<file path="config.mk">
export PLATFORM = sky130hd
export DESIGN_NAME = hazard_ctrl
export DESIGN_NICKNAME = d
export VERILOG_FILES = /design/src/rtl/hazard_ctrl_pkg.sv /design/src/rtl/hazard_ctrl_md_busy_timer.sv /design/src/rtl/hazard_ctrl.sv
export SDC_FILE = /design/constraint.sdc
export NUM_CORES = 1
export LEC_CHECK = 0
export BUFFER_PORTS_ARGS = -buffer_cell sky130_fd_sc_hd__buf_2
export CAP_MARGIN = 40
export CORE_UTILIZATION = 47
export DETAILED_ROUTE_END_ITERATION = 6
export HOLD_SLACK_MARGIN = 0.12
export PLACE_DENSITY = 0.83
export SETUP_SLACK_MARGIN = 0.4
export SLEW_MARGIN = 20
export SYNTH_ARGS = -nofsm -noshare
export SYNTH_HDL_FRONTEND = slang
export SYNTH_SLANG_ARGS = --single-unit
</file>
<file path="constraint.sdc">
create_clock -name i_clk -period 3.9 [get_ports i_clk]
set_input_delay 0.39 -clock i_clk [delete_from_list [all_inputs] [get_ports i_clk]]
set_output_delay 0.39 -clock i_clk [all_outputs]
set_load 0.005 [all_outputs]
</file>
<file path="src/rtl/hazard_ctrl_pkg.sv">
// Shared types and constants for the pipeline hazard controller and its HI/LO busy timer.
package hazard_ctrl_pkg;

  typedef enum logic {
    RUN     = 1'b0,
    MD_WAIT = 1'b1
  } md_state_e;

  // Bit positions in the stall-cause vector.
  localparam int unsigned CAUSE_LOAD_USE = 0;
  localparam int unsigned CAUSE_BR_EX    = 1;
  localparam int unsigned CAUSE_BR_MEM   = 2;
  localparam int unsigned CAUSE_MD_WAIT  = 3;
  localparam int unsigned CAUSE_W        = 4;

  localparam logic [4:0] REG_ZERO = 5'd0;

endpackage

</file>
<file path="src/rtl/hazard_ctrl_md_busy_timer.sv">
// HI/LO occupancy timer: md_busy is high for exactly MD_LAT cycles after a start.
// Registered output; abort clears it on the next edge, and abort beats start.
module hazard_ctrl_md_busy_timer
  import hazard_ctrl_pkg::*;
#(
  parameter int MD_LAT = 32,
  parameter int CNT_W  = 6
) (
  input  logic i_clk,
  input  logic i_rst_n,
  input  logic i_start,
  input  logic i_abort,
  output logic o_md_busy
);

  md_state_e        r_state;
  md_state_e        w_state_nxt;
  logic [CNT_W-1:0] r_cnt;
  logic [CNT_W-1:0] w_cnt_nxt;
  logic             r_busy;
  logic             w_busy_nxt;

  always_comb begin
    w_state_nxt = r_state;
    w_cnt_nxt   = r_cnt;
    w_busy_nxt  = r_busy;
    if (i_abort) begin
      w_state_nxt = RUN;
      w_cnt_nxt   = '0;
      w_busy_nxt  = 1'b0;
    end else begin
      case (r_state)
        RUN: begin
          if (i_start) begin
            w_state_nxt = MD_WAIT;
            w_cnt_nxt   = CNT_W'(MD_LAT - 1);
            w_busy_nxt  = 1'b1;
          end
        end
        MD_WAIT: begin
          // A start seen here is illegal upstream and deliberately does not restart.
          if (r_cnt == '0) begin
            w_state_nxt = RUN;
            w_busy_nxt  = 1'b0;
          end else begin
            w_cnt_nxt = r_cnt - 1'b1;
          end
        end
        default: begin
          w_state_nxt = RUN;
          w_cnt_nxt   = '0;
          w_busy_nxt  = 1'b0;
        end
      endcase
    end
  end

  always_ff @(posedge i_clk or negedge i_rst_n) begin
    if (!i_rst_n) begin
      r_state <= RUN;
      r_cnt   <= '0;
      r_busy  <= 1'b0;
    end else begin
      r_state <= w_state_nxt;
      r_cnt   <= w_cnt_nxt;
      r_busy  <= w_busy_nxt;
    end
  end

  assign o_md_busy = r_busy;

endmodule

</file>
<file path="src/rtl/hazard_ctrl.sv">
// Hazard/sequencing controller for the 5-stage MIPS core: same-cycle stall/flush/PC-select, md_busy registered.
// Priority exc_req > stall > jump; optional perf counters under HAZARD_PERF_CNT_EN.
module hazard_ctrl
  import hazard_ctrl_pkg::*;
#(
  parameter int MD_LAT = 32,
  parameter int CNT_W  = 6
) (
  input  logic       i_clk,
  input  logic       i_rst_n,
  input  logic [4:0] i_id_rs,
  input  logic [4:0] i_id_rt,
  input  logic       i_id_use_rs,
  input  logic       i_id_use_rt,
  input  logic       i_id_branch,
  input  logic       i_id_md_use,
  input  logic       i_jpc_avail,
  input  logic       i_ex_reg_write,
  input  logic       i_ex_mem_read,
  input  logic [4:0] i_ex_rw,
  input  logic       i_ex_md_start,
  input  logic       i_mem_mem_read,
  input  logic [4:0] i_mem_rw,
  input  logic       i_exc_req,
  output logic       o_pc_stall,
  output logic       o_if_stall,
  output logic       o_if_flush,
  output logic       o_id_flush,
  output logic       o_ex_flush,
  output logic       o_pc_sel_jpc,
  output logic       o_pc_sel_exc,
  output logic       o_md_busy
`ifdef HAZARD_PERF_CNT_EN
  ,
  output logic [31:0] o_perf_stall_cnt,
  output logic [31:0] o_perf_flush_cnt
`endif
);

  logic               w_md_busy;
  logic               w_hit_ex;
  logic               w_hit_mem;
  logic [CAUSE_W-1:0] w_cause;
  logic               w_stall;

  hazard_ctrl_md_busy_timer #(
    .MD_LAT (MD_LAT),
    .CNT_W  (CNT_W)
  ) u_md_timer (
    .i_clk     (i_clk),
    .i_rst_n   (i_rst_n),
    .i_start   (i_ex_md_start),
    .i_abort   (i_exc_req),
    .o_md_busy (w_md_busy)
  );

  assign w_hit_ex  = i_ex_reg_write && (i_ex_rw != REG_ZERO) &&
                     ((i_id_use_rs && (i_id_rs == i_ex_rw)) ||
                      (i_id_use_rt && (i_id_rt == i_ex_rw)));
  assign w_hit_mem = i_mem_mem_read && (i_mem_rw != REG_ZERO) &&
                     ((i_id_use_rs && (i_id_rs == i_mem_rw)) ||
                      (i_id_use_rt && (i_id_rt == i_mem_rw)));

  // ID-stage branch forwarding only reaches MEM/WB, so EX results and MEM loads must wait.
  always_comb begin
    w_cause                 = '0;
    w_cause[CAUSE_LOAD_USE] = w_hit_ex && i_ex_mem_read;
    w_cause[CAUSE_BR_EX]    = i_id_branch && w_hit_ex;
    w_cause[CAUSE_BR_MEM]   = i_id_branch && w_hit_mem;
    w_cause[CAUSE_MD_WAIT]  = i_id_md_use && w_md_busy;
  end

  assign w_stall = |w_cause;

  always_comb begin
    o_pc_stall   = 1'b0;
    o_if_stall   = 1'b0;
    o_if_flush   = 1'b0;
    o_id_flush   = 1'b0;
    o_ex_flush   = 1'b0;
    o_pc_sel_jpc = 1'b0;
    o_pc_sel_exc = 1'b0;
    if (!i_rst_n) begin
      o_pc_stall = 1'b0;
    end else if (i_exc_req) begin
      o_pc_sel_exc = 1'b1;
      o_if_flush   = 1'b1;
      o_id_flush   = 1'b1;
      o_ex_flush   = 1'b1;
    end else if (w_stall) begin
      o_pc_stall = 1'b1;
      o_if_stall = 1'b1;
      o_id_flush = 1'b1;
    end else begin
      // The delay slot still executes, so a taken jump never flushes IF.
      o_pc_sel_jpc = i_jpc_avail;
    end
  end

  assign o_md_busy = w_md_busy;

`ifdef HAZARD_PERF_CNT_EN
  logic [31:0] r_perf_stall_cnt;
  logic [31:0] r_perf_flush_cnt;

  always_ff @(posedge i_clk or negedge i_rst_n) begin
    if (!i_rst_n) begin
      r_perf_stall_cnt <= '0;
      r_perf_flush_cnt <= '0;
    end else begin
      if (w_stall && !i_exc_req && (r_perf_stall_cnt != '1))
        r_perf_stall_cnt <= r_perf_stall_cnt + 32'd1;
      if (i_exc_req && (r_perf_flush_cnt != '1))
        r_perf_flush_cnt <= r_perf_flush_cnt + 32'd1;
    end
  end

  assign o_perf_stall_cnt = r_perf_stall_cnt;
  assign o_perf_flush_cnt = r_perf_flush_cnt;
`endif

endmodule

</file>
; ---- Word-level counts from Yosys, hierarchy flattened
; Cells that the tools add are included.
[classes]
n_addsub = 1
n_mul = 0
div_mod_pow = 0
magnitude_cmp = 0
n_eq_ne = 7
shift = 0
muxes = 22
bitwise = 1
n_reduce_logical = 20
[op_table]
columns = operator, count
row1 = $eq A5 B5 Y1, 4
row2 = $mux W6, 3
row3 = $mux W1, 16
row4 = $logic_and A1 B1 Y1, 12
row5 = $pmux W6 S2, 1
row6 = $reduce_bool A5 Y1, 2
row7 = $ne A3 B3 Y1 const B, 3
row8 = $logic_not A6 Y1, 1
row9 = $sub A6 B1 Y6 const B, 1
row10 = $pmux W1 S2, 2
row11 = $reduce_and A2 Y1, 2
row12 = $reduce_or A4 Y1, 1
row13 = $logic_or A1 B1 Y1, 2
row14 = $not A1 Y1, 1
[totals]
ff_bits = 8
latchBits = 0
ramBits = 0
rom_bits = 0
inputBits = 32
out_inout_bits = 8
elab_cells = 54
mem_count = 0

; ---- Longest topological paths before layout
; Gate-level depths: netlist of run 1.
[depth]
depth_word = 9
ltp_mapped = 6
mapped_depth_nobuf = 6

; ---- Hierarchy
; A second synthesis of run 1 with hierarchy kept.
[hier_totals]
cells_unflattened = 94
hier_area_um2 = 837.1
[by_module_without_submodules]
columns = mod, n_inst, cells_per_inst, area_per_inst_um2, seq_area_each_um2
row1 = hazard_ctrl_md_busy_timer, 1, 49, 508.0, 200.2
row2 = hazard_ctrl, 1, 45, 329.1, 0.0

; ---- Worst setup path before layout of run 1
; Ideal clock, no wire load.
[synth_path]
kind = input to output
startpoint = input port i_id_rs[4]
endpoint = output port o_pc_stall
t_arrival_ps = 1642
required_ps = 3510
slack_ps = 1868
cell_stages = 6
path_buffers = 1
cell_sequence = xor2_1 -> nor4_1 -> a32oi_1 -> o221a_2 -> nor3b_1 -> buf_4
[synth_between]
elab_chain_len = 9
word_cells_on_any_way = 15
classes_between = eq/ne (2) / mux (3) / reduce/logical (10)
[synth_rtl]
columns = element, line
row1 = start: declaration, hazard_ctrl.sv:11  ; input logic [4:0] i_id_rs,
row2 = $eq A5 B5 Y1 (on tied branches), "hazard_ctrl.sv:58, hazard_ctrl.sv:61"
row3 = $logic_and A1 B1 Y1 (on tied branches), "hazard_ctrl.sv:58, hazard_ctrl.sv:61"
row4 = $logic_or A1 B1 Y1 (on tied branches), "hazard_ctrl.sv:58, hazard_ctrl.sv:61"
row5 = $logic_and A1 B1 Y1 (on tied branches), "hazard_ctrl.sv:57, hazard_ctrl.sv:60"
row6 = $logic_and A1 B1 Y1 (on tied branches), "hazard_ctrl.sv:67, hazard_ctrl.sv:68, hazard_ctrl.sv:69"
row7 = $reduce_or A4 Y1 *, hazard_ctrl.sv:73  ; assign w_stall = |w_cause;
row8 = $mux W1 * (3 in a row), n/a
row9 = end: declaration, hazard_ctrl.sv:25  ; output logic o_pc_stall,
; Every way passes the cells marked *; elsewhere a longest branch is shown, timed or not.

; ---- Final worst setup path of run 1
[layout_path]
startpoint = input port i_id_rs[4]
endpoint = output port o_pc_stall
[layout_between]
elab_chain_len = 9
word_cells_on_any_way = 15
classes_between = eq/ne (2) / mux (3) / reduce/logical (10)
[layout_rtl]
columns = element, line
row1 = $eq A5 B5 Y1 (on tied branches), "hazard_ctrl.sv:58, hazard_ctrl.sv:61"
row2 = $logic_and A1 B1 Y1 (on tied branches), "hazard_ctrl.sv:58, hazard_ctrl.sv:61"
row3 = $logic_or A1 B1 Y1 (on tied branches), "hazard_ctrl.sv:58, hazard_ctrl.sv:61"
row4 = $logic_and A1 B1 Y1 (on tied branches), "hazard_ctrl.sv:57, hazard_ctrl.sv:60"
row5 = $logic_and A1 B1 Y1 (on tied branches), "hazard_ctrl.sv:67, hazard_ctrl.sv:68, hazard_ctrl.sv:69"
row6 = $reduce_or A4 Y1 *, hazard_ctrl.sv:73
row7 = $mux W1 *, hazard_ctrl.sv:90  ; end else if (w_stall) begin
row8 = $mux W1 *, hazard_ctrl.sv:85  ; end else if (i_exc_req) begin
row9 = $mux W1 *, hazard_ctrl.sv:83  ; if (!i_rst_n) begin
; Marked as above.

==> results of run 1 <==
-- sequential cells by signal, indices dropped and copies added (netlist names) --
name	cells
u_md_timer.o_md_busy	1
u_md_timer.r_state	1
u_md_timer.r_cnt	6
-- cells by family (layout without fill, tap and decap cells) --
group | after synthesis | count (layout)
multiplexers | 1 | 1
AO/OA/AOI/OAI | 14 | 14
buffers and inverters | 8 | 46
adder cells (fa/ha/maj) | 2 | 2
XOR/XNOR | 23 | 23
AND/OR/NAND/NOR | 31 | 31
flip-flops | 8 | 8
-- cells in the final DEF, fill, tap and decap left out, types with 2 or more instances in the layout --
master    instances
buf_2            39
xor2_1           18
nor2_1           10
dfrtp_1           8
xnor2_1           5
and2_1            4
nor4_1            4
nand2_1           4
inv_1             3
clkbuf_4          3
a32oi_1           2
or4_1             2
nor3b_1           2
nor3_1            2
a31oi_1           2
a21oi_1           2
a211oi_1          2
ha_1              2
-- through the flow --
stage	utilization, %	instance area [um2]	hold slack, ps
CTS	64.7	963	422
detailed placement	62.5	931	267
finish	64.7	963	418
global route	64.7	963	430
floorplan	-	746	94.4
global placement	62.5	931	258
-- layout make-up --
class                      instances  area (um2)  share of cell area (%)
multi-input combinational         71         504                    52.3
tap                               16        20.0                    2.08
timing repair buffer              40         205                    21.3
inverter                           3        11.3                    1.17
sequential                         8         200                    20.8
clock buffer                       3        22.5                    2.34
-- where the power goes --
group | total, mW | leakage (nW) | switching (mW) | internal (mW)
clock | 0.0648 | 0.0138 | 0.0294 | 0.0353
sequential | 0.104 | 0.102 | 0.0120 | 0.0925
combinational | 0.0976 | 0.357 | 0.0509 | 0.0468
total | 0.267 | 0.473 | 0.0923 | 0.175
-- what timing repair did --
item                       CTS  global route
hold buffers                 1             0
setup buffers                0             0
setup endpoints to repair    0             0
hold endpoints to repair     8             0
-- synth_stat cells --
master and n:
o221ai_1 1, inv_1 3, o21ai_0 1, or4_1 2, a32oi_1 2, a311oi_1 1, a211oi_1 2, a21oi_1 2
clkbuf_1 2, and2_1 4, dfrtp_1 8, xor2_1 18, nor3b_1 2, xnor2_1 5, or3_1 1, and4_1 1
nor4_1 4, mux2_2 1, o221a_2 1, nor3_1 2, a31oi_1 2, buf_4 3, o211ai_1 1, ha_1 2
nand3_1 1, nor2_1 10, nand2_1 4, a21boi_0 1
-- critical path, cell delays in order --
cell and delay, ps:
buf_2 120, xor2_1 160, nor4_1 290, a32oi_1 160, o221a_2 330, nor3b_1 230
buf_2 160
-- layer usage --
layer	track usage (%)	routed length [um]	vias to the layer above	part of all wire, %
met5	0	0	-	0
met4	11.6	35	0	1.8
met3	3.48	101	6	5.1
met2	47.2	1020	34	52
met1	28.5	816	370	41
li1	-	-	385	-
-- final timing paths --
kind,from,to,slack (ps),depth (start not counted)
setup reg to reg,u_md_timer.r_cnt[0],u_md_timer.r_cnt[4],2340,6
min in group asynchronous,i_rst_n,u_md_timer.r_cnt[3],520,2
max in group asynchronous,i_rst_n,u_md_timer.r_cnt[5],3190,2
hold reg to reg,u_md_timer.r_cnt[0],u_md_timer.r_cnt[0],510,1
hold / removal,i_exc_req,u_md_timer.r_cnt[3],420,2
setup / recovery,i_id_rs[4],o_pc_stall,1660,7
==> out/metrics.cfg, run 1 <==
[worst_setup_path]
worstSetupPathType=input pin to output port
arrival_ps=1850
endpoint_kind=output port
critPathLaunchType=input pin
required_ps=3510
cp_max_fo=3

[timing]
finalClockSkew_ps=0.534
setup_violations=0
layout_setup_ws_ps=1660
worst_slew_pin_slew_ps=326
period_minus_slack_ps=2240
finalHoldViolations=0
rsz0062_at_grt=no
drv_slew=0
slew_headroom_pct=78.3
fmax_mhz=447
post-route-period-util_pct=57.4
setup_tns_ps=0

[power_and_ir_drop]
p_total_mw=0.267
power_density_nw_per_um2=277
p_leak_nw=0.473
max-vdd-ir-drop_v=0.000154

[die]
core_area_um2=1490
fp.dieH_um=41.8
rows=14
die-width_um=41.8
ios=40
die-area_um2=1750
initial_core_util_pct=50.1

[cts]
cts-buffers-inserted=3
clockRootBuffer=clkbuf_4
clk_pin_slew_worst_paths_ps=60
cts-htree-levels=1
cts_tree=done
cts_max_path_buffers=2
cts_resized=0
cts_sinks=8
worstSkewPairLatency_ps=250

[route]
routedWlPerCell_um=14.0
dr_total_vias=795
ant_nets=0
drt_wl_total_mm=1.97
remaining_drc_errors=0
drt_iter0_markers=15
viasPerCell=5.64
first_pass_iters=4

[yosys]
yosysUniqueCellTypes=28
netlist.area_leader.share_pct=26.8
synthXorXnorAreaFrac_pct=27.0
synth_top_family_by_area=XOR/XNOR gates
synth_fp_nets=121
synth_area_um2=746
yosysWarnings=0
synth_cells=87
netlist_top_cells_area=dfrtp_1 (27%), xor2_1 (21%), xnor2_1 (5.9%)
ys_seq_area_share_pct=26.8
yosys.area_share.adder_pct=3.36
ys_ff_latch=8
synth-simple-area-share_pct=21.8
avgSynthCellArea_um2=8.57
synth_top_cell_by_area=dfrtp_1
synth-compound-area-share_pct=13.9
muxShareOfSynthArea_pct=1.51

[global_route]
grt_pass1_vias=847
antenna_found_initial=0
overflow=0
grt_start_max_net_pins=13
grt_use_total_pct=25.5
grt_pass1_wl_mm=3.41

[place]
numPortBuffers=39
dpl.hpwl_mm=1.64
place.gp.congestion=0.888
dp_slack_ps=1660
dp_cells=137

[final_layout]
antenna_cells=0
fin_nets=161
areaGrowthSynthToFinish_pct=29.2
fill_cells=130
drive_above_1_share_pct=35.2
finalNonFillerCells=141

[run_status]
outcome=finished clean

[worst_hold_path]
hp-class=input pin to flip-flop

[flow_run]
drv_cap=0

(Power assumes the default switching activity.)
==> run 2, diff against run 1 <==
--- a/config.mk
+++ b/config.mk
@@ -5,12 +5,13 @@
 export SDC_FILE = /design/constraint.sdc
 export NUM_CORES = 1
 export LEC_CHECK = 0
+export ABC_AREA = 1
 export BUFFER_PORTS_ARGS = -buffer_cell sky130_fd_sc_hd__buf_2
 export CAP_MARGIN = 40
-export CORE_UTILIZATION = 47
+export CORE_UTILIZATION = 43
 export DETAILED_ROUTE_END_ITERATION = 6
 export HOLD_SLACK_MARGIN = 0.12
-export PLACE_DENSITY = 0.83
+export PLACE_DENSITY = 0.76
 export SETUP_SLACK_MARGIN = 0.4
 export SLEW_MARGIN = 20
 export SYNTH_ARGS = -nofsm -noshare
==> constraint.sdc (replaced) <==
create_clock -name i_clk -period 2 [get_ports i_clk]
set_input_delay 0.2 -clock i_clk [delete_from_list [all_inputs] [get_ports i_clk]]
set_output_delay 0.2 -clock i_clk [all_outputs]
set_load 0.005 [all_outputs]
==> out/metrics.cfg, run 2 <==
[global_route]
antenna_found_initial=0  ; unchanged
grt_start_max_net_pins=9  ; -4
grt_use_total_pct=22.8  ; -2.7 points
grt_pass1_wl_mm=4.24  ; +25%
overflow=0  ; unchanged
grt_pass1_vias=1079  ; +27%

[yosys]
ys_ff_latch=8  ; unchanged
synth_commonest_cells=nand2_1 (69), inv_1 (32), nor2_1 (20), nand3_1 (9), dfrtp_1 (8)
yosysUniqueCellTypes=23  ; -18%
netlist.area_leader.share_pct=27.2  ; +0.39 points
netlist_top_cells_area=nand2_1 (27%), dfrtp_1 (21%), inv_1 (13%)
synth_cells=173  ; +99%
yosysWarnings=0  ; unchanged
yosysMostFrequentCell=nand2_1
synth_area_um2=951  ; +28%
async_reset_ff_share_pct=100  ; unchanged
synth_fp_nets=207  ; +71%
synth_top_cell_by_area=nand2_1
synth_ff_type=dfrtp_1
avgSynthCellArea_um2=5.50  ; -36%
synth_edf_count=0  ; unchanged
ys_seq_area_share_pct=21.1  ; -5.8 points

[route]
remaining_drc_errors=0  ; unchanged
drt_iter0_markers=51  ; +36
dr_total_vias=1170  ; +47%
first_pass_iters=4  ; unchanged
drt_wl_total_mm=2.45  ; +24%
routedWlPerCell_um=10.2  ; -27%
ant_nets=0  ; unchanged
viasPerCell=4.88  ; -14%

[final_layout]
fill_cells=209  ; +61%
largest-register=u_md_timer.r_cnt
largest_reg_flops=6  ; unchanged
finalNonFillerCells=240  ; +70%
multi_input_area_um2=604  ; +20%
areaGrowthSynthToFinish_pct=25.1
final_cell_mix=nand2_1 (69), buf_2 (39), inv_1 (32), nor2_1 (20), nand3_1 (9)
fin_nets=249  ; +55%
final_common_cell=nand2_1
register_area_um2=200  ; unchanged
antenna_cells=0  ; unchanged
drive_above_1_share_pct=24.4  ; -11 points

[place]
place.gp.congestion=0.986  ; +11%
dpl.hpwl_mm=2.09  ; +28%
numPortBuffers=39  ; unchanged
dp_cells=236  ; +72%

[timing]
rsz0062_at_grt=no
drv_slew=0  ; unchanged
whs_ps=255  ; -163 ps
worst_slew_pin_slew_ps=392  ; +66.0 ps
finalClockSkew_ps=0.911  ; +0.376 ps
setup_tns_ps=0  ; unchanged
period_minus_slack_ps=1440
setup_violations=0  ; unchanged
finalHoldViolations=0  ; unchanged
post-route-period-util_pct=71.8
slew_headroom_pct=73.8  ; -4.5 points
fmax_mhz=696

[cts]
cts.hold.buffers_added=1  ; unchanged
cts_sinks=8  ; unchanged
clk_pin_slew_worst_paths_ps=50  ; about the same
cts_max_path_buffers=2  ; unchanged
cts_tree=done
cts-buffers-inserted=3  ; unchanged
cts-htree-levels=1  ; unchanged
postCtsSetupBuffers=0  ; unchanged
worstSkewPairLatency_ps=260  ; about the same
cts_resized=0  ; unchanged
clockRootBuffer=clkbuf_4

[worst_setup_path]
arrival_ps=1590  ; -260 ps
required_ps=2150  ; -1360 ps
worstSetupPathType=flip-flop to flip-flop
critPathLaunchType=flip-flop
cp_max_fo=5  ; +2
endpoint_kind=flip-flop

[die]
ios=40  ; unchanged
die-area_um2=2400  ; +37%
core_area_um2=2020  ; +36%
die-width_um=49.0  ; +17%
fp.dieH_um=49.0  ; +17%
rows=16  ; +2
initial_core_util_pct=47.0  ; -3.1 points

[run_status]
outcome=finished clean

[power_and_ir_drop]
max-vdd-ir-drop_v=0.000509  ; +230%
p_comb_share_pct=46.8  ; +10 points
power_density_nw_per_um2=556  ; +100%
switching_share_pct=41.7  ; +7.1 points
p_leak_nw=0.766  ; +62%
pwr-share-seq_pct=33.8  ; -5.4 points
clkPwrFrac_pct=19.5  ; -4.8 points
p_sw_mw=0.276  ; +200%
p_int_mw=0.386  ; +120%
p_total_mw=0.662  ; +150%

[flow_run]
drv_cap=0  ; unchanged

[worst_hold_path]
hp-class=input pin to flip-flop

-- run 2: worst paths after layout --
check / start / endpoint / slack (ps) / cells after the start
max in group asynchronous: i_rst_n / u_md_timer.r_cnt[0] / 1290 / 2
setup / recovery: u_md_timer.r_cnt[0] / u_md_timer.r_cnt[4] / 560 / 6
setup reg to reg: u_md_timer.r_cnt[0] / u_md_timer.r_cnt[4] / 560 / 6
min in group asynchronous: i_rst_n / u_md_timer.r_cnt[5] / 440 / 2
hold reg to reg: u_md_timer.r_cnt[0] / u_md_timer.r_cnt[0] / 470 / 2
hold / removal: i_ex_md_start / u_md_timer.r_state / 260 / 3
-- run 2: area by class of cell --
cell class	count	share of cell area, %
inverters	33	10.4
clock buffers	3	1.89
well taps	27	2.84
flip-flops and latches	8	16.8
repair buffers	40	17.2
multi-input cells	129	50.8
-- run 2: critical path, stage by stage, from the launching register on --
cell and delay (ps):
dfrtp_1 370, inv_1 110, ha_1 150, nand3_1 150, o21bai_2 210, nand2_2 110, a22o_1 220
-- run 2: routing by layer --
layer  vias up  track usage [%]  part of all wire, %  routed length (um)
met5         -                0                    0                   0
li1        604                -                    -                   -
met4         0             5.88                 0.94                  23
met2        45             39.4                   46                1120
met1       516             28.6                   46                1110
met3         5             4.98                  7.7                 189
-- run 2: logic make-up after synthesis --
logic type | after synthesis | synth area share (%)
AO/OA/AOI/OAI | 21 | 15.4
XOR/XNOR | 1 | 0.921
adder cells (fa/ha/maj) | 2 | 2.63
buffers and inverters | 36 | 15.4
flip-flops | 8 | 21.1
AND/OR/NAND/NOR | 105 | 44.6
-- run 2: stage by stage --
step                      setup WS (ps)  util [%]  area, um2
final                               564      58.8       1190
after CTS                           550      58.8       1190
after floorplan                     680         -        951
after global placement              590      57.2       1160
after detailed placement            553      57.2       1160
after global routing                439      58.8       1190
-- run 2: power by group through the flow --
| stage | Combinational (mW) | Clock (mW) | Sequential (mW) |
|---|---|---|---|
| after CTS | 0.311 | 0.133 | 0.222 |
| final | 0.309 | 0.129 | 0.223 |
| after detailed placement | 0.308 | 0 | 0.224 |
| after global placement | 0.296 | 0 | 0.223 |
| after global routing | 0.353 | 0.139 | 0.226 |
| after floorplan | 0.215 | 0 | 0.218 |
==> run 3, diff against run 2 <==
--- a/config.mk
+++ b/config.mk
@@ -8,10 +8,10 @@
 export ABC_AREA = 1
 export BUFFER_PORTS_ARGS = -buffer_cell sky130_fd_sc_hd__buf_2
 export CAP_MARGIN = 40
-export CORE_UTILIZATION = 43
+export CORE_UTILIZATION = 47
 export DETAILED_ROUTE_END_ITERATION = 6
 export HOLD_SLACK_MARGIN = 0.12
-export PLACE_DENSITY = 0.76
+export PLACE_DENSITY = 0.79
 export SETUP_SLACK_MARGIN = 0.4
 export SLEW_MARGIN = 20
 export SYNTH_ARGS = -nofsm -noshare
==> constraint.sdc (replaced) <==
create_clock -name i_clk -period 1.4 [get_ports i_clk]
set_input_delay 0.14 -clock i_clk [delete_from_list [all_inputs] [get_ports i_clk]]
set_output_delay 0.14 -clock i_clk [all_outputs]
set_load 0.005 [all_outputs]
==> out/metrics.cfg, run 3 (same netlist as run 2, synthesis figures left out) <==
[die]
core_area_um2=1800  ; -11%
rows=15  ; -1
die-area_um2=2210  ; -8.2%
die-width_um=47.0  ; -4.2%
initial_core_util_pct=52.8  ; +5.7 points
fp.dieH_um=47.0  ; -4.2%
ios=40  ; unchanged

[place]
dpl.hpwl_mm=2.12  ; +1.4%
dp_cells=234  ; -0.85%
place.gp.congestion=0.874  ; -11%
numPortBuffers=39  ; unchanged

[worst_hold_path]
hold_path_end=u_md_timer.o_md_busy
worstHoldPathCells=3  ; unchanged
hp-class=input pin to flip-flop
hold_path_startpoint=i_ex_md_start

[worst_setup_path]
worstPathCellList=inv_2 -> ha_4 -> nand3_4 -> o21bai_4 -> nand2_4 -> a22o_1
worstSetupPathType=flip-flop to flip-flop
critPathLaunchType=flip-flop
arrival_ps=1470  ; -120 ps
crit_slowest_cell=dfrtp_1
endpoint_kind=flip-flop
cp_max_fo=5  ; unchanged
rrSetupSlack_ps=80  ; -490 ps
required_ps=1550  ; -600 ps
r2r-end=u_md_timer.r_cnt[2]
worst-path-buf-inv=1  ; unchanged
crit_family=compound AO/OA/AOI/OAI gates
regToRegStartpoint=u_md_timer.r_cnt[1]
r2r_cells=6  ; unchanged
critPathMaxStageDelay_ps=390  ; +20 ps
crit_cells=6  ; unchanged

[timing]
setup_tns_ps=0  ; unchanged
finalHoldViolations=0  ; unchanged
post-route-period-util_pct=94.4  ; +23 points
fmax_mhz=756  ; +8.6%
slew_headroom_pct=73.2  ; -0.56 points
whs_ps=229  ; -26.5 ps
worst_slew_pin_slew_ps=400  ; +8.41 ps
setup_violations=0  ; unchanged
rsz0062_at_grt=yes
period_minus_slack_ps=1320  ; -114 ps
drv_slew=0  ; unchanged
finalClockSkew_ps=4.39  ; +3.48 ps

[route]
viasPerCell=5.15  ; +5.7%
dr_total_vias=1262  ; +7.9%
drt_wl_total_mm=3.04  ; +24%
remaining_drc_errors=0  ; unchanged
routedWlPerCell_um=12.4  ; +22%
drt_iter0_markers=40  ; -22%
first_pass_iters=4  ; unchanged
ant_nets=0  ; unchanged

[final_layout]
areaGrowthSynthToFinish_pct=58.4
final_common_cell=nand2_1
antenna_cells=0  ; unchanged
final_cell_mix=nand2_1 (49), buf_2 (21), inv_2 (19), nand2_2 (19), buf_6 (16)
largest_reg_flops=6  ; unchanged
finalNonFillerCells=245  ; +2.1%
fin_nets=256  ; +2.8%
drive_above_1_share_pct=51.4  ; +27 points
postLayoutCoreUtil_pct=83.6  ; +25 points
largest-register=u_md_timer.r_cnt

[cts]
clockRootBuffer=clkbuf_4
cts-htree-levels=1  ; unchanged
cts_max_path_buffers=2  ; unchanged
cts-buffers-inserted=3  ; unchanged
cts_tree=done
worstSkewPairLatency_ps=260  ; about the same
clk_pin_slew_worst_paths_ps=60  ; about the same
cts_sinks=8  ; unchanged

[global_route]
grt_pass1_wl_mm=4.17  ; -1.8%
grt_start_max_net_pins=9  ; unchanged
antenna_found_initial=0  ; unchanged
overflow=0  ; unchanged
grt_pass1_vias=1037  ; -3.9%
grt_use_total_pct=27.2  ; +4.4 points

[flow_run]
drv_cap=0  ; unchanged

[power_and_ir_drop]
power_density_nw_per_um2=801  ; +44%
max-vdd-ir-drop_v=0.000826  ; +62%
p_leak_nw=0.835  ; +9.0%

[run_status]
outcome=finished clean

run 3: cell count changes in the layout (fill, tap and decap cells not counted), sizes merged:
cell,change
buf,+7
run 3: how the worst max path moves through the flow:
stage,endpoint,slack [ps],start
finish,u_md_timer.r_cnt[2],80,u_md_timer.r_cnt[1]
CTS,u_md_timer.r_cnt[1],60,u_md_timer.r_cnt[0]
global placement,u_md_timer.r_cnt[2],110,u_md_timer.r_cnt[0]
detailed placement,u_md_timer.r_cnt[2],60,u_md_timer.r_cnt[0]
global route,u_md_timer.r_cnt[2],30,u_md_timer.r_cnt[0]
floorplan,u_md_timer.r_cnt[2],160,u_md_timer.r_cnt[0]
run 3: where the power goes:
part           switching [mW]  internal, mW  total, mW
clock                  0.0873        0.0987      0.186
combinational           0.395         0.307      0.702
sequential             0.0376         0.282      0.319
total                   0.520         0.687       1.21
run 3: stage by stage:
| step | instance area (um2) | power (mW) | setup slack [ps] |
|---|---|---|---|
| after global routing | 1510 | 1.28 | 32.6 |
| after detailed placement | 1190 | 0.828 | 60.1 |
| after global placement | 1190 | 0.798 | 107 |
| after floorplan | 988 | 0.673 | 165 |
| final | 1510 | 1.21 | 77.9 |
| after CTS | 1300 | 1.06 | 56.4 |
run 3: cell type report:
class | instances | area [um2]
repair buffers | 47 | 363
well taps | 25 | 31.3
flip-flops and latches | 8 | 201
fillers | 124 | 295
clock buffers | 3 | 22.5
inverters | 33 | 126
multi-input cells | 129 | 762
run 3: layer usage:
metal	GRT usage (%)	wire, um	up-vias
met5	0	0	-
met4	5.71	21	0
met3	8.08	264	4
met2	46.9	1500	77
met1	33.6	1250	556
li1	-	-	625
run 3: tightest hold or removal path, delay by kind of cell:
family,cells,cell delay [ps]
buffers and inverters,1,110
AO/OA/AOI/OAI,2,190
run 3: repair_timing:
item                                    CTS  global route
gates resized for setup                  22            63
endpoints found under the hold margin     8             0
pin swaps                                14            27
endpoints found under the setup margin   12            13
hold buffers                              1             0
setup buffers                             4             3
